File: src/rtl/fetch_queue.sv
// fetch_queue: instruction fetch queue between the PC / instruction memory and
// decode. Owns the fetch PC, reads a combinational instruction memory every
// cycle and buffers {pc, instruction} pairs in a DEPTH-entry FIFO. Decode
// drains it with valid/ready. A redirect flushes the FIFO and reloads the PC.
//
// Ports:
//   clk            system clock, rising edge
//   rst            synchronous reset, active low
//   imem_addr      byte address to instruction memory (the fetch PC register)
//   imem_rdata     instruction at imem_addr, same cycle
//   redirect_valid taken jump/branch: flush queue, load redirect_addr
//   redirect_addr  new fetch PC
//   out_valid      out_inst/out_pc hold a valid instruction
//   out_ready      decode accepts this cycle
//   out_inst       instruction at queue head
//   out_pc         address of out_inst
//   level          current occupancy, 0..DEPTH
//
// Build option: define FETCHQ_BYPASS_EN to present the memory word directly
// when the queue is empty (zero-latency fetch). Undefined, every output comes
// from registers and fetch-to-decode latency is one cycle.

module fetch_queue #(
  parameter int              DEPTH    = 4,
  parameter int              ADDR_W   = 32,
  parameter int              DATA_W   = 32,
  parameter logic [ADDR_W-1:0] RESET_PC = '0
) (
  input  logic                       clk,
  input  logic                       rst,
  output logic [ADDR_W-1:0]          imem_addr,
  input  logic [DATA_W-1:0]          imem_rdata,
  input  logic                       redirect_valid,
  input  logic [ADDR_W-1:0]          redirect_addr,
  output logic                       out_valid,
  input  logic                       out_ready,
  output logic [DATA_W-1:0]          out_inst,
  output logic [ADDR_W-1:0]          out_pc,
  output logic [$clog2(DEPTH+1)-1:0] level
);

  localparam int PTR_W = $clog2(DEPTH);
  localparam int CNT_W = $clog2(DEPTH+1);
  localparam logic [CNT_W-1:0] FULL = CNT_W'(DEPTH);

  typedef struct packed {
    logic [ADDR_W-1:0] pc;
    logic [DATA_W-1:0] inst;
  } entry_t;

  logic [ADDR_W-1:0] fetch_pc;
  entry_t            mem [DEPTH];
  logic [PTR_W-1:0]  rd_ptr, wr_ptr;
  logic [CNT_W-1:0]  count;

  entry_t head;
  logic   pop, fifo_pop, fifo_push, advance, byp_consume;

  assign head      = mem[rd_ptr];
  assign imem_addr = fetch_pc;
  assign level     = count;

`ifdef FETCHQ_BYPASS_EN
  // Empty queue: present the word being fetched right now. If decode takes it
  // this cycle it never enters the FIFO.
  logic byp;
  assign byp         = (count == '0) & ~redirect_valid;
  assign out_valid   = (count != '0) | byp;
  assign out_inst    = byp ? imem_rdata : head.inst;
  assign out_pc      = byp ? fetch_pc   : head.pc;
  assign byp_consume = byp & out_ready;
`else
  assign out_valid   = (count != '0);
  assign out_inst    = head.inst;
  assign out_pc      = head.pc;
  assign byp_consume = 1'b0;
`endif

  assign pop       = out_valid & out_ready;
  // Only a handshake on a real FIFO entry frees a slot.
  assign fifo_pop  = pop & (count != '0);
  // The PC advances whenever the fetched word is taken, either into the FIFO
  // or straight through the bypass. Full + pop still takes the slot being freed.
  assign advance   = ~redirect_valid & ((count != FULL) | pop);
  assign fifo_push = advance & ~byp_consume;

  always_ff @(posedge clk) begin
    if (!rst) begin
      fetch_pc <= RESET_PC;
      rd_ptr   <= '0;
      wr_ptr   <= '0;
      count    <= '0;
      for (int i = 0; i < DEPTH; i++) mem[i] <= '0;
    end else if (redirect_valid) begin
      // A same-cycle pop has already been consumed by decode; nothing to undo.
      fetch_pc <= redirect_addr;
      rd_ptr   <= '0;
      wr_ptr   <= '0;
      count    <= '0;
    end else begin
      if (advance) fetch_pc <= fetch_pc + ADDR_W'(4);
      if (fifo_push) begin
        mem[wr_ptr] <= '{pc: fetch_pc, inst: imem_rdata};
        wr_ptr      <= wr_ptr + 1'b1;
      end
      if (fifo_pop) rd_ptr <= rd_ptr + 1'b1;
      case ({fifo_push, fifo_pop})
        2'b10:   count <= count + 1'b1;
        2'b01:   count <= count - 1'b1;
        default: count <= count;
      endcase
    end
  end

endmodule

File: config.mk
export PLATFORM = sky130hd
export DESIGN_NAME = fetch_queue
export DESIGN_NICKNAME = d
export VERILOG_FILES = /design/src/rtl/fetch_queue.sv
export SDC_FILE = /design/constraint.sdc
export NUM_CORES = 1
export LEC_CHECK = 0
export ABC_AREA = 1
export BUFFER_PORTS_ARGS = -buffer_cell sky130_fd_sc_hd__buf_2
export CAP_MARGIN = 30
export CORE_UTILIZATION = 50
export DETAILED_ROUTE_END_ITERATION = 16
export PLACE_DENSITY = 0.7
export SLEW_MARGIN = 15
export SYNTH_ARGS = -nofsm -noshare
export SYNTH_HDL_FRONTEND = slang
export SYNTH_SLANG_ARGS = --single-unit
File: constraint.sdc
create_clock -name clk -period 12.3 [get_ports clk]
set_input_delay 1.23 -clock clk [delete_from_list [all_inputs] [get_ports clk]]
set_output_delay 1.23 -clock clk [all_outputs]
set_load 0.05 [all_outputs]
# Word level (Yosys, flattened, before mapping)
# Memories as Yosys holds them, arrays and structs flattened. A register that Yosys moved wholly into a read port is not among the register bits.
# Index checks and enable logic that the tools add are counted.
[totals]
word_cells = 37
register_bits = 39
out_inout_bits = 100
ram_bits = 256
mem_count = 1
[classes]
addsub = 5
n_mux = 13
n_bitwise = 6
n_reduce_logical = 5
n_eq_ne = 3
[memory_table]
columns = ["name", "words", "width", "rd", "rd_clocked_by_memory_dff", "write_ports", "line", "text"]
rows = [
  ["mem", 4, 64, 1, 1, 4, "52", "entry_t mem [DEPTH];"],
]
[ops]
columns = ["cell", "n"]
rows = [
  ["$mux 32", 2],
  ["$mux 64", 1],
  ["$reduce_or 64->1", 1],
  ["$add 32x3->32 const B", 1],
  ["$mux 1", 6],
  ["$mux 2", 3],
  ["$pmux 3 s2", 1],
  ["$add 2x1->2 const B", 2],
  ["$reduce_bool 2->1", 2],
  ["$add 3x1->3 const B", 1],
  ["$and 1x1->1", 3],
  ["$ne 3x3->1 const B", 1],
  ["$reduce_bool 3->1", 1],
  ["$sub 3x1->3 const B", 1],
  ["$eq 2x1->1 const B", 1],
  ["$eq 2x2->1 const B", 1],
  ["$not 1->1", 2],
  ["$reduce_or 2->1", 1],
  ["$or 1x1->1", 1],
]

# Longest topological paths before layout
[depth]
word_depth = 10
ltp_mapped = 11
depth_no_buf = 11

# Worst setup path after synthesis
# Ideal clock, no wire load.
[synth_path]
path_kind = "input to register"
start = "input redirect_valid"
end = "memory mem[1][0] in the netlist's numbering, enable pin"
path_slack_ns = 5.483
cell_stages = 4
arrival_ns = 6.243
n_path_buf = 1
required_ns = 11.725
path_cell_list = "buf_2 > inv_1 > nand2_1 > o21ai_0"
[synth_lines]
columns = ["element", "line", "text"]
rows = [
  ["start, declared", "33", "input logic redirect_valid,"],
  ["end, declared", "52", ""],
]

==> out/results.txt <==
Ys Warns: 0
Crit path DAT: 3190 ps
Vias in the first global route: 9759
Die area: 27100 µm²
Final setup fails: 0
Root Buffer: clkbuf_16
PwrDens: 150 nW/µm²
Psw: 591 µW
Syn Area/Cell: 9.65 µm²
Critical path launch point type: flip-flop
First-pass GRT wire length: 50300 µm
Slew @ Worst Pin: 908 ps
Hold-fix buffers, CTS: 0
1st-pass router iterations: 5
Syn nets: 1440
Inserted Diodes: 0
Syn Inst Count: 1369
Maximum achievable frequency: 226 MHz
Post-route setup TNS: 0 ps
Max Slew Vio Count: 0
Post-Route WL: 32200 µm
H-tree Lvls: 1
Relative slew slack: 39.4%
Tcrit/Tclk final: 36.0%
Setup CP Type: reg -> out
GRT Util Overall: 23.9%
Post-synth top flop: edfxtp_1
Synth area leader: edfxtp_1
DP HPWL: 18900 µm
Hold crit path type: reg -> reg
Drt initial violations: 1001
FF+latch count, synth: 297
Skew-Pair Late Insertion Delay: 560 ps
Static Leak: 6.07 nW
Synth top area share: 58.2%
Row count: 59
Clock network power share: 37.5%
Unique cell type count in the Yosys netlist: 34
Total gr overflow: 0
Vias: 10144
Max Root-Sink Buffers: 3
Largest net degree at the start of global routing: 93
Syn-to-layout area delta: 15.1%
CTS tree: yes
Most frequent cells in the layout: 374 x nor2_1, 256 x edfxtp_1, 167 x buf_2
Overall Power: 2.28 mW
TritonCTS Buffers: 30
Proportion of layout cells with a drive suffix above 1: 17.0%
GP Congestion: 0.893
CTS sink cnt: 297
Fin util: 58.6%
# IOs: 168
Drt drc: 0
VDD IR max: 0.0971 mV
Initial antenna violation count: 0
Max Cap Violations: 0
Post-CTS Setup Repair Bufs: 0
DR WL/cell: 17.3 µm
Final net count: 1573
Crit path required time: 11070 ps
Antenna viol nets, final: 0
RSZ-0062 raised after global routing: false
Comb pwr share: 11.3%
Min cycle time layout: 4420 ps
Setup Skew: 22.4 ps
Starting Density: 50.9%
Asr flop ratio synth: 0%
Commonest non-fill, non-tap cell in the layout: nor2_1
Die Span Y: 165 µm
Vias per cell: 5.45
Post-synth EDFFs: 256
Status: finished, final reports clean
Port-buffer cells: 167
Area of the mapped netlist: 13200 µm²
CP Capture Type: output port
Die Wd: 165 µm
Critical path fanouts, max: 68
Synth area leaders: edfxtp_1 58%, nor2_1 11%, dfxtp_1 6.2%
Sequential share of power: 51.3%
Post-cts sizing count: 0
Hold Vio Cnt, Final: 0
P_int: 1.69 mW
Fin cells: 1860
Place WS: 7660 ps
Sequential cell area fraction in the yosys report: 64.4%
Core Area: 26000 µm²
Placed cells: 1803
Switching part of the total power: 26.0%
Clk pin slew, worst setup/hold paths: 60 ps
Setup ws final: 7880 ps
power by group through the flow:
stage | Clock (mW) | Combinational, mW | Sequential, mW
4_1_cts | 0.862 | 0.256 | 1.17
5_1_grt | 0.903 | 0.275 | 1.17
3_5_place_dp | 0 | 0.255 | 1.19
3_3_place_gp | 0 | 0.251 | 1.19
2_1_floorplan | 0 | 0.159 | 1.21
6_report | 0.853 | 0.256 | 1.17
cell families after synthesis:
| kind of cell | Yosys count | synth area share (%) |
|---|---|---|
| AOI/OAI and AO/OA | 265 | 10.9 |
| xor gates and xnor gates | 4 | 0.265 |
| adders and majority gates | 3 | 0.341 |
| buffers and inverters | 204 | 6.24 |
| DFF | 297 | 64.4 |
| and+or+nand+nor | 596 | 17.9 |
per-stage QoR:
step | hold WS (ps) | area [µm²]
2_1_floorplan | 436 | 13200
3_3_place_gp | 461 | 14200
3_5_place_dp | 472 | 14200
4_1_cts | 483 | 15200
5_1_grt | 516 | 15200
6_report | 479 | 15200
flip-flops by register name (all words and copies together) (netlist names), named ones only:
| register | flops |
|---|---|
| mem | 256 |
| imem_addr | 32 |
| level | 3 |
| rd_ptr | 2 |
| wr_ptr | 2 |
final cells by class:
class	count	area, µm²
Clock buffer	35	769
Inverter	127	479
Sequential cell	297	8510
Multi-Input combinational cell	868	3920
Tap cell	335	419
Timing Repair Buffer	178	963
Clock inverter	20	149
Fill cell	2296	10800
worst paths after layout:
path              slack, ps       from         end  cells after the start
setup / recovery       7880  flip-flop  out_pc[21]                      5
hold / removal          480  rd_ptr[0]   rd_ptr[0]                      1
setup reg to reg       9060   level[2]  mem[0][60]                      8
hold reg to reg         480  rd_ptr[0]   rd_ptr[0]                      1
critical path, stage by stage (launching register included):
cell and delay (ps):
dfxtp_4 600, clkinv_2 750, buf_4 610, o21ai_0 270, o22ai_1 150, buf_2 240
synthesized netlist by cell type, types with 4 or more instances:
cell / n
nand4_1: 6
inv_1: 111
nand2_1: 162
nor2_1: 374
a21oi_1: 21
o21ai_1: 8
o21ai_0: 156
inv_2: 14
clkbuf_1: 56
xor2_1: 4
edfxtp_1: 256
buf_6: 5
a31oi_1: 7
o22ai_1: 64
o211ai_1: 7
nor2_2: 10
nand3_1: 29
buf_2: 13
nor3_1: 6
dfxtp_1: 41
layer usage:
layer	GRT usage, %	up-vias	wire length [µm]
li1	-	4882	-
met1	33.0	4841	13800
met2	40.1	373	15500
met3	3.16	48	2310
met4	6.17	0	620
met5	0	-	0
Power figures use the tool's default switching activity.
